## src/rtl/lsu_mem_master.sv

```systemverilog
// Load/store unit master: one RV64 load/store per request against a single-ported 64-bit data memory.
// Optional build macro LSU_MISALIGN_CHECK_EN turns misaligned accesses into faults instead of aligning them.
module lsu_mem_master #(
    parameter int MEM_WORDS = 1000
) (
    input  logic        clk,
    input  logic        rst,
    input  logic        req_valid,
    output logic        req_ready,
    input  logic        req_we,
    input  logic [63:0] req_addr,
    input  logic [63:0] req_wdata,
    input  logic [2:0]  req_funct3,
    output logic        resp_valid,
    output logic [63:0] resp_rdata,
    output logic        resp_err,
    output logic [63:0] mem_A,
    output logic [63:0] mem_WD,
    output logic        mem_WE,
    input  logic [63:0] mem_ReadData
);

    typedef enum logic [1:0] {IDLE, ACCESS, WRITE, RESP} state_t;

    state_t      state_q;
    logic        we_q;
    logic [63:0] addr_q;
    logic [63:0] wdata_q;
    logic [2:0]  funct3_q;
    logic [63:0] merge_buf_q;
    logic [63:0] resp_rdata_q;
    logic        resp_valid_q;
    logic        resp_err_q;

    logic        fault_d;
    logic        is_sd_d;
    logic [63:0] load_data_d;
    logic [63:0] merge_d;

    function automatic logic [63:0] size_mask(input logic [1:0] sz);
        case (sz)
            2'd0:    return 64'h0000_0000_0000_00FF;
            2'd1:    return 64'h0000_0000_0000_FFFF;
            2'd2:    return 64'h0000_0000_FFFF_FFFF;
            default: return 64'hFFFF_FFFF_FFFF_FFFF;
        endcase
    endfunction

    function automatic logic [63:0] align_addr(input logic [63:0] a, input logic [1:0] sz);
        case (sz)
            2'd0:    return a;
            2'd1:    return {a[63:1], 1'b0};
            2'd2:    return {a[63:2], 2'b00};
            default: return {a[63:3], 3'b000};
        endcase
    endfunction

    function automatic logic misaligned(input logic [63:0] a, input logic [1:0] sz);
        case (sz)
            2'd0:    return 1'b0;
            2'd1:    return a[0];
            2'd2:    return |a[1:0];
            default: return |a[2:0];
        endcase
    endfunction

    function automatic logic [63:0] load_extend(input logic [63:0] word, input logic [2:0] lane,
                                                input logic [2:0] f3);
        logic [63:0] sh;
        sh = word >> {lane, 3'b000};
        case (f3)
            3'b000:  return {{56{sh[7]}}, sh[7:0]};
            3'b001:  return {{48{sh[15]}}, sh[15:0]};
            3'b010:  return {{32{sh[31]}}, sh[31:0]};
            3'b011:  return sh;
            3'b100:  return {56'd0, sh[7:0]};
            3'b101:  return {48'd0, sh[15:0]};
            3'b110:  return {32'd0, sh[31:0]};
            default: return 64'd0;
        endcase
    endfunction

    function automatic logic [63:0] store_merge(input logic [63:0] word, input logic [63:0] wd,
                                                input logic [2:0] lane, input logic [1:0] sz);
        logic [63:0] lane_mask;
        lane_mask = size_mask(sz) << {lane, 3'b000};
        return (word & ~lane_mask) | ((wd & size_mask(sz)) << {lane, 3'b000});
    endfunction

    // Request capture: data fields only, qualified by the accept handshake
    always_ff @(posedge clk) begin
        if (req_valid && req_ready) begin
            we_q     <= req_we;
            wdata_q  <= req_wdata;
            funct3_q <= req_funct3;
`ifdef LSU_MISALIGN_CHECK_EN
            addr_q   <= req_addr;
`else
            addr_q   <= align_addr(req_addr, req_funct3[1:0]);
`endif
        end
    end

    always_comb begin
        fault_d = (addr_q[63:3] >= 61'(MEM_WORDS))
                | (!we_q && (funct3_q == 3'b111))
                | (we_q && funct3_q[2]);
`ifdef LSU_MISALIGN_CHECK_EN
        fault_d = fault_d | misaligned(addr_q, funct3_q[1:0]);
`endif
        is_sd_d     = (funct3_q == 3'b011);
        load_data_d = load_extend(mem_ReadData, addr_q[2:0], funct3_q);
        merge_d     = store_merge(mem_ReadData, wdata_q, addr_q[2:0], funct3_q[1:0]);
    end

    // Memory port is a pure decode of state so reset silences it without waiting for an edge
    always_comb begin
        mem_A  = '0;
        mem_WD = '0;
        mem_WE = 1'b0;
        case (state_q)
            ACCESS: begin
                mem_A = {addr_q[63:3], 3'b000};
                if (we_q && is_sd_d && !fault_d) begin
                    mem_WE = 1'b1;
                    mem_WD = wdata_q;
                end
            end
            WRITE: begin
                mem_A  = {addr_q[63:3], 3'b000};
                mem_WE = 1'b1;
                mem_WD = merge_buf_q;
            end
            default: ;
        endcase
    end

    always_ff @(posedge clk or negedge rst) begin
        if (!rst) begin
            state_q      <= IDLE;
            resp_valid_q <= 1'b0;
            resp_rdata_q <= '0;
            resp_err_q   <= 1'b0;
            merge_buf_q  <= '0;
        end else begin
            case (state_q)
                IDLE: begin
                    resp_valid_q <= 1'b0;
                    if (req_valid) state_q <= ACCESS;
                end
                ACCESS: begin
                    if (fault_d) begin
                        resp_err_q   <= 1'b1;
                        resp_rdata_q <= '0;
                        resp_valid_q <= 1'b1;
                        state_q      <= RESP;
                    end else if (!we_q) begin
                        resp_err_q   <= 1'b0;
                        resp_rdata_q <= load_data_d;
                        resp_valid_q <= 1'b1;
                        state_q      <= RESP;
                    end else if (is_sd_d) begin
                        resp_err_q   <= 1'b0;
                        resp_rdata_q <= '0;
                        resp_valid_q <= 1'b1;
                        state_q      <= RESP;
                    end else begin
                        merge_buf_q  <= merge_d;
                        state_q      <= WRITE;
                    end
                end
                WRITE: begin
                    resp_err_q   <= 1'b0;
                    resp_rdata_q <= '0;
                    resp_valid_q <= 1'b1;
                    state_q      <= RESP;
                end
                default: begin
                    resp_valid_q <= 1'b0;
                    state_q      <= IDLE;
                end
            endcase
        end
    end

    assign req_ready  = (state_q == IDLE);
    assign resp_valid = resp_valid_q;
    assign resp_rdata = resp_rdata_q;
    assign resp_err   = resp_err_q;

endmodule

```

## config.mk

```make
export PLATFORM = sky130hd
export DESIGN_NAME = lsu_mem_master
export DESIGN_NICKNAME = d
export VERILOG_FILES = /design/src/rtl/lsu_mem_master.sv
export SDC_FILE = /design/constraint.sdc
export NUM_CORES = 1
export LEC_CHECK = 0
export ABC_AREA = 0
export BUFFER_PORTS_ARGS = -buffer_cell sky130_fd_sc_hd__buf_2
export CAP_MARGIN = 20
export CORE_MARGIN = 10
export CORE_UTILIZATION = 49
export CTS_CLUSTER_SIZE = 30
export DETAILED_ROUTE_END_ITERATION = 10
export PLACE_DENSITY = 0.87
export SYNTH_ARGS = -nofsm -noshare
export SYNTH_HDL_FRONTEND = slang
export SYNTH_SLANG_ARGS = --single-unit
```

## constraint.sdc

```tcl
create_clock -name clk -period 4.3 [get_ports clk]
set_input_delay 0.215 -clock clk [delete_from_list [all_inputs] [get_ports clk]]
set_output_delay 0.215 -clock clk [all_outputs]
set_load 0.1 [all_outputs]
```

Yosys cells after proc, flatten, opt, wreduce, memory -nomap -nowiden
Index checks and enable logic that the tools add are counted.

Register bits after elaboration: 264. Input bits: 199. Output and inout port bits: 196.

Magnitude comparators: 1. Equal/unequal tests: 15. Shifts and indexed selects: 3. Mux-type cells: 25. Bitwise logic cells: 8. Reduce and logical (&&, ||, !) cells: 15.

Operators by type and width (number): $pmux 64 s7 (1); $mux 64 (5); $pmux 64 s2 (2); $pmux 64 s3 (1); $and 64x64->64 (2); $shl 64x6->64 (2); $not 64->64 (1); $or 64x64->64 (1); $shr 64x6->64 (1); $ge 61x10->1 const B (1); $eq 3x3->1 const B (4); $mux 1 (10); $pmux 3 s3 (1); $eq 2x1->1 const B (3); $eq 2x2->1 const B (3); $eq 3x2->1 const B (2); $logic_not 2->1 (3); $pmux 1 s2 (3); $pmux 2 s3 (1); $logic_and 1x1->1 (5); $ne 4x4->1 const B (1); $reduce_and 4->1 (1); $eq 3x1->1 const B (1); $logic_not 3->1 (1); other kinds (8) (11).

Longest topological paths before layout
Gate-level depths: netlist (run 1).

Depth in word-level cells: 8. Depth in mapped cells: 10. Mapped depth without buffers: 7.

Worst setup path before layout (run 1)
OpenSTA, ideal clock, no wires.

Path kind: register to register. Start point: reg state_q[0]. End point: reg addr_q[0] (enable). Setup time: 0.506 ns. Arrival time: 4.489 ns. Data required time: 3.794 ns. Path slack: -0.696 ns. Cell stages (with the launch flop): 4. Buffers on the path: 0. Period minus slack after synthesis: 4.996 ns. Cell sequence: dfrtp_1 > inv_1 > ha_1 > and2_1.

Word-level cells in the longest chain between the ends: 2.

Ends and longest elaborated chain: start: declaration (line 25) `state_t state_q;`; start signal: assignment (line 140) `state_q <= IDLE;`; start signal: assignment (line 149) `if (req_valid) state_q <= ACCESS;`; start signal: assignment (line 156) `state_q <= RESP;`; $logic_not 2->1 (line 186) `assign req_ready = (state_q == IDLE);`; named net req_ready (line 9) `output logic req_ready,`; $logic_and 1x1->1 (line 92) `if (req_valid && req_ready) begin`; end signal: assignment (line 99) `addr_q <= align_addr(req_addr, req_funct3[1:0]);`; end: declaration (line 27) `logic [63:0] addr_q;`.

The timed path passes the listed nets, and every way through them passes these cells. A chain may end at the register's enable or synchronous reset.

Worst setup path in the final report (run 1)
Start point: reg addr_q[32]. End point: out mem_WD[11].

Word-level cells in the longest chain between the ends: 7.

Ends and longest elaborated chain: $ge 61x10->1 (line 105) `fault_d = (addr_q[63:3] >= 61'(MEM_WORDS))`; $or 1x1->1 (line 106) `| (!we_q && (funct3_q == 3'b111))`; $or 1x1->1 (line 107) `| (we_q && funct3_q[2]);`; $logic_not 1->1 (line 124) `if (we_q && is_sd_d && !fault_d) begin`; $logic_and 1x1->1 (line 124); $mux 64 (line 124); $pmux 64 s2 (line 121) `case (state_q)`; end: declaration (line 18) `output logic [63:0] mem_WD,`.

Every way passes these cells.

==> metrics.csv, run 1 <==
metric;value;unit
status;completed;
count of input and output buffers;391;
Fillers;2433;
clock skew after layout;24.73;ps
P&R area growth vs syn;27.96;%
starting density of the core;0.4973;
final setup vio count;0;
post-synthesis register bit count;264;
GRT overflow;0;
slowest stage delay, CP;590;ps
min-delay worst type;in2reg;
post_cts resized;0;
DRC viols;0;
fmax;251.4;MHz
Vias;15330;
max_slew headroom;0.2792;
dpl hpwl;46480;µm
WP data required;4090;ps
Tot Pwr;12.59;mW
DR WL/cell;27.57;µm
Synth cell types;64;
largest net degree at the start of global routing;105;
Max Root-Sink Buffers;3;
Final Instance Area;0.02013;mm²
most used cell, CP;buf_4;
worst r2r path cells;6;
WS Path Type;reg2out;
cts-stage hold buffer count;130;
Critical Path Stages;8;
setup TNS;0;ps
RSZ-0062 raised after global routing;no;
first-pass GRT wire length;95790;µm
core footprint;0.03164;mm²
gr usage total;0.3182;
CP bufs+invs;3;
Detailed Route WL;65740;µm
Max-cap violations;0;
Slew Viols, Final;0;
Synth Flop Type;edfxtp_1;
initial antenna violation count;17;
CP max FO;65;
fin nets;2144;
Routed Antenna Nets;0;
CP cell instances;nor4_1 -> nand2_1 -> nor4b_4 -> buf_4 -> buf_4 -> nand4_1 -> a21oi_1 -> buf_2;
clock root buffer master;clkbuf_16;
commonest non-fill, non-tap cell in the layout;buf_2;
crit share post-route;0.9250;
Cell Pwr Density;625.3;mW/mm²
Hold Path Cell Cnt;2;
Critical Path AT;3760;ps
Seq/Total Area, Yosys;0.4619;
worst-skew pair later-pin latency;570;ps
initial DRC count;2073;
R2R Setup Slk;980;ps
Critical-path top delay cell;buf_4;
Post-DP Area;0.01777;mm²
Die Span Y;199.2;µm
htree depth;1;
VDD IR max;0.7847;mV
post-CTS setup buffer count;0;
vias per cell;6.430;
top-level port count;395;
Post-Syn Area;0.01573;mm²
row count;65;
most frequent cells in the layout;buf_2, nand2_1, edfxtp_1, dfrtp_1, dlygate4sd3_1;
Die X;199.2;µm
final hold viol count;0;
cts bufs inserted;29;
Least-Margin Pin Slew;1081;ps
die area;0.03967;mm²
EDFF count, synth;132;
GPL Wtd Cong;1.045;
number of global-route vias before repair;15190;
first drt pass iteration count;8;
clock period minus final worst setup slack;3978;ps
Synth Area per Inst;10.45;µm²
YS warnings;0;
critical path launch point type;flop;
CTS tree;built;
TritonCTS Sinks;264;
Crit. End Element;output port;
Clock transition at path regs;60;ps
layout cells sized above 1;0.3162;
async set-reset flop share out of synthesis;0.5000;
Leak;8.672;nW
family with the most delay on the worst path;buffers and inverters;
Mapped Cells;1506;
logic make-up after synthesis:
kind of cell | synth area share
AO/OA/AOI/OAI | 0.1424
adder cells (fa/ha/maj) | 0.003182
buffers and inverters | 0.05846
flip-flops | 0.4619
multiplexers | 0.1611
other | 0.0002384
AND/OR/NAND/NOR | 0.1727
worst paths after layout:
path                                     start         endpoint
worst max register to register       addr_q[1]   resp_rdata[41]
worst max-delay path                addr_q[32]       mem_WD[11]
max in group asynchronous                  rst         resp_err
worst min-delay path               req_addr[1]        addr_q[1]
worst min register to register  resp_rdata[31]   resp_rdata[31]
min in group asynchronous                  rst  merge_buf_q[51]
sequential cells by signal, indices dropped and copies added, names as in the netlist:
signal and count:
state_q 2, funct3_q 3, resp_rdata 64, wdata_q 64, resp_err 1, resp_valid 1
we_q 1, merge_buf_q 64, addr_q 64
power by group:
group	switching (mW)	internal [mW]	leakage, nW	total [mW]
registers	0.273	3.00	3.01	3.27
clock network	1.07	1.48	0.475	2.55
logic	5.35	1.42	5.18	6.77
total	6.69	5.90	8.67	12.6
cell usage after synthesis, drive strengths merged (51+ instances only):
cell type  number  share of area
clkbuf         67          0.016
edfxtp        132           0.25
mux2i          71          0.045
a21oi          93          0.030
o2bb2ai        57          0.032
nand2         145          0.035
mux2           96          0.069
buf            87          0.031
dfrtp         132           0.21
nand4          75          0.030
nor2           51          0.012
nor3           55          0.018
and2           66          0.026
metal layers:
layer	track usage	vias up	wire length, µm
met4	0.2001	2	4504
met3	0.07166	285	6632
met2	0.5084	1126	30800
li1	-	6593	-
met1	0.3834	7324	23790
met5	0	-	13
area by class of cell:
class                           instances  area (µm²)  share of cell area
Clock buffer                           42       877.1             0.04357
Multi-Input combinational cell       1043        7575              0.3763
Antenna cell                           18       45.04            0.002238
Timing Repair Buffer                  556        3581              0.1779
Inverter                               47       176.4            0.008764
Sequential cell                       264        7267              0.3610
Clock inverter                         12       106.4            0.005283
Tap cell                              402       503.0             0.02499
per-stage QoR:
stage / worst slack (ps) / hold slack (ps) / util / instances
after floorplan: 722.2 / -80.59 / - / 1508
after global routing: 214.0 / 36.36 / 0.6362 / 2383
after detailed placement: 1052 / 203.2 / 0.5618 / 2181
after CTS: 458.6 / 10.93 / 0.6340 / 2365
after global placement: 1186 / 191.6 / 0.5618 / 2181
final: 322.4 / 32.81 / 0.6363 / 2384
worst register-to-register path, delay by kind of cell, from the launching register on:
family	cells	cell delay, ps
AND/OR/NAND/NOR	3	1090
AO/OA/AOI/OAI	2	740
flip-flops	1	710
buffers and inverters	1	640
Power figures use the tool's default switching activity.
==> inputs of run 2 (changes only) <==
CELL_PAD_IN_SITES_DETAIL_PLACEMENT = 2   (was not set)
CELL_PAD_IN_SITES_GLOBAL_PLACEMENT = 2   (was not set)
CORE_UTILIZATION = 30   (was 49)
PLACE_DENSITY = 0.86   (was 0.87)
==> metrics.csv, run 2 (synthesis results as in run 1) <==
metric;value;unit;change
status;completed;;unchanged
clock share of power;0.221;;was 0.202
initial DRC count;1422;;was 2,073
Fillers;5431;;was 2,433
clock skew after layout;33.71;ps;was 24.73 ps
gr usage total;0.2589;;was 0.3182
CTS tree;built;;unchanged
first drt pass iteration count;7;;was 8
Reg power frac;0.245;;was 0.260
Detailed Route WL;84900;µm;was 65,740 µm
fmax;240.4;MHz;was 251.4 MHz
first-pass GRT wire length;122100;µm;was 95,790 µm
fin nets;2164;;was 2,144
htree depth;2;;was 1
GRT overflow;0;;unchanged
TritonCTS Sinks;264;;unchanged
setup TNS;0;ps;unchanged
most used cell, CP;nand4_1;;was buf_4
final setup vio count;0;;unchanged
largest net degree at the start of global routing;82;;was 105
family with the most delay on the worst path;simple AND/OR/NAND/NOR gates;;was buffers and inverters
clock period minus final worst setup slack;4159;ps;was 3978 ps
DR WL met3;5333;µm;was 6632 µm
VDD IR max;0.3497;mV;was 0.7847 mV
initial antenna violation count;30;;was 17
cts bufs inserted;35;;was 29
Switching Share;0.5343;;was 0.5316
P_sw;7.208;mW;was 6.692 mW
DR WL/cell;31.57;µm;was 27.57 µm
max_slew headroom;0.2891;;was 0.2792
CP bufs+invs;2;;was 3
CP cell instances;nor4_1 -> nand4_1 -> nor3_2 -> buf_4 -> nand4_1 -> a21oi_1 -> buf_2;;was nor4_1 -> nand2_1 -> nor4b_4 -> buf_4 -> buf_4 -> nand4_1 -> a21oi_1 -> buf_2
dpl hpwl;59780;µm;was 46,480 µm
most frequent cells in the layout;buf_2, nand2_1, edfxtp_1, dfrtp_1, dlygate4sd3_1;;unchanged
Post-DP Area;0.01826;mm²;was 0.01777 mm²
crit share post-route;0.9673;;was 0.9250
Crit. End Element;output port;;unchanged
GPL Wtd Cong;0.9660;;was 1.045
Critical Path AT;3940;ps;was 3760 ps
row count;83;;was 65
Max-cap violations;0;;unchanged
layout cells sized above 1;0.3204;;was 0.3162
P&R area growth vs syn;32.00;%;was 27.96%
wire length on met2;42580;µm;was 30,800 µm
slowest stage delay, CP;670;ps;was 590 ps
Cell Pwr Density;649.7;mW/mm²;was 625.3 mW/mm²
Int Power;6.283;mW;was 5.896 mW
number of global-route vias before repair;17100;;was 15,190
count of input and output buffers;391;;unchanged
Routed Antenna Nets;0;;unchanged
core footprint;0.05161;mm²;was 0.03164 mm²
Cells after DPL;2473;;was 2,181
WP data required;4090;ps;about the same
Leak;8.825;nW;was 8.672 nW
CP max FO;65;;unchanged
critical path launch point type;flop;;unchanged
starting density of the core;0.3048;;was 0.4973
clock root buffer master;clkbuf_16;;unchanged
Vias;15750;;was 15,330
post_cts resized;0;;unchanged
top-level port count;395;;unchanged
worst-skew pair later-pin latency;570;ps;about the same
commonest non-fill, non-tap cell in the layout;buf_2;;unchanged
Max Root-Sink Buffers;3;;unchanged
Least-Margin Pin Slew;1066;ps;was 1081 ps
Die Span Y;249.0;µm;was 199.2 µm
Slew Viols, Final;0;;unchanged
final hold viol count;0;;unchanged
WS Path Type;reg2out;;unchanged
Die X;249.0;µm;was 199.2 µm
DRC viols;0;;unchanged
Logic pwr share;0.534;;was 0.538
non-filler cells, final;2689;;was 2,384
Post-Route M1 WL;32560;µm;was 23,790 µm
Final Instance Area;0.02076;mm²;was 0.02013 mm²
min-delay worst type;in2reg;;unchanged
vias per cell;5.857;;was 6.430
Clock transition at path regs;80;ps;was 60 ps
uppermost layer routed;met5;;unchanged
Critical-path top delay cell;nor4_1;;was buf_4
die area;0.06200;mm²;was 0.03967 mm²
RSZ-0062 raised after global routing;no;;unchanged
[run 2: cell types whose count changed in the layout (fill, tap and decap cells not counted), moves of 2 or more]
cell	delta
clkinv_1	+4
clkinvlp_4	-4
bufinv_16	+2
buf_4	+11
buf_12	+3
diode_2	+6
clkbuf_16	+4
[run 2: cell type report]
cell class / instances / area, µm² / share of cell area
sequential: 264 / 7267 / 0.3500
antenna: 24 / 60.06 / 0.002892
clock buffer: 46 / 967.2 / 0.04658
multi-input combinational: 1043 / 7575 / 0.3648
clock inverter: 15 / 162.7 / 0.007833
tap: 680 / 850.8 / 0.04097
timing repair buffer: 570 / 3706 / 0.1785
inverter: 47 / 176.4 / 0.008496
[run 2: final timing paths]
path | end | slack [ps] | depth (start not counted) | startpoint
hold reg to reg | resp_rdata[49] | 480 | 1 | resp_rdata[49]
setup reg to reg | merge_buf_q[51] | 730 | 6 | addr_q[0]
min in group asynchronous | resp_rdata[54] | 360 | 2 | rst
hold / removal | addr_q[2] | 60 | 2 | req_addr[2]
setup / recovery | mem_WD[14] | 140 | 7 | addr_q[14]
max in group asynchronous | merge_buf_q[22] | 3000 | 3 | rst
[run 2: timing repair]
action                                  4_1_cts  5_1_grt
hold buffers                                131        0
endpoints found under the hold margin       197        0
endpoints found under the setup margin        0        0
buffers inserted                              0        0
[run 2: stage by stage]
stage                     total power, mW  setup WS [ps]  hold slack (ps)    util
after floorplan                     8.459          722.2           -80.59       -
after global placement              10.05           1071            392.0  0.3539
after detailed placement            10.26          984.2            393.5  0.3539
after CTS                           13.32          450.2            35.70  0.4012
after global routing                13.89          28.68            59.29  0.4022
final                               13.49          140.8            55.29  0.4023
[run 2: power by group through the flow]
stage	sequential, mW	combinational, mW	clock, mW
3_3_place_gp	3.30	6.76	0
5_1_grt	3.31	7.45	3.13
6_report	3.30	7.20	2.99
3_5_place_dp	3.32	6.94	0
4_1_cts	3.27	7.07	2.98
2_1_floorplan	3.22	5.23	0
[run 2: per-layer routing]
layer	vias up	GRT usage
met5	-	0
met4	16	0.1358
met3	225	0.05653
met2	747	0.4424
met1	8123	0.2984
li1	6638	-
[run 2: worst reg2reg max path, delay by kind of cell, from the launching register on]
family                 cells  cell delay [ps]
muxes                      2              580
buffers and inverters      1              510
and+or+nand+nor            1              200
AOI/OAI and AO/OA          2             1090
DFF                        1             1040
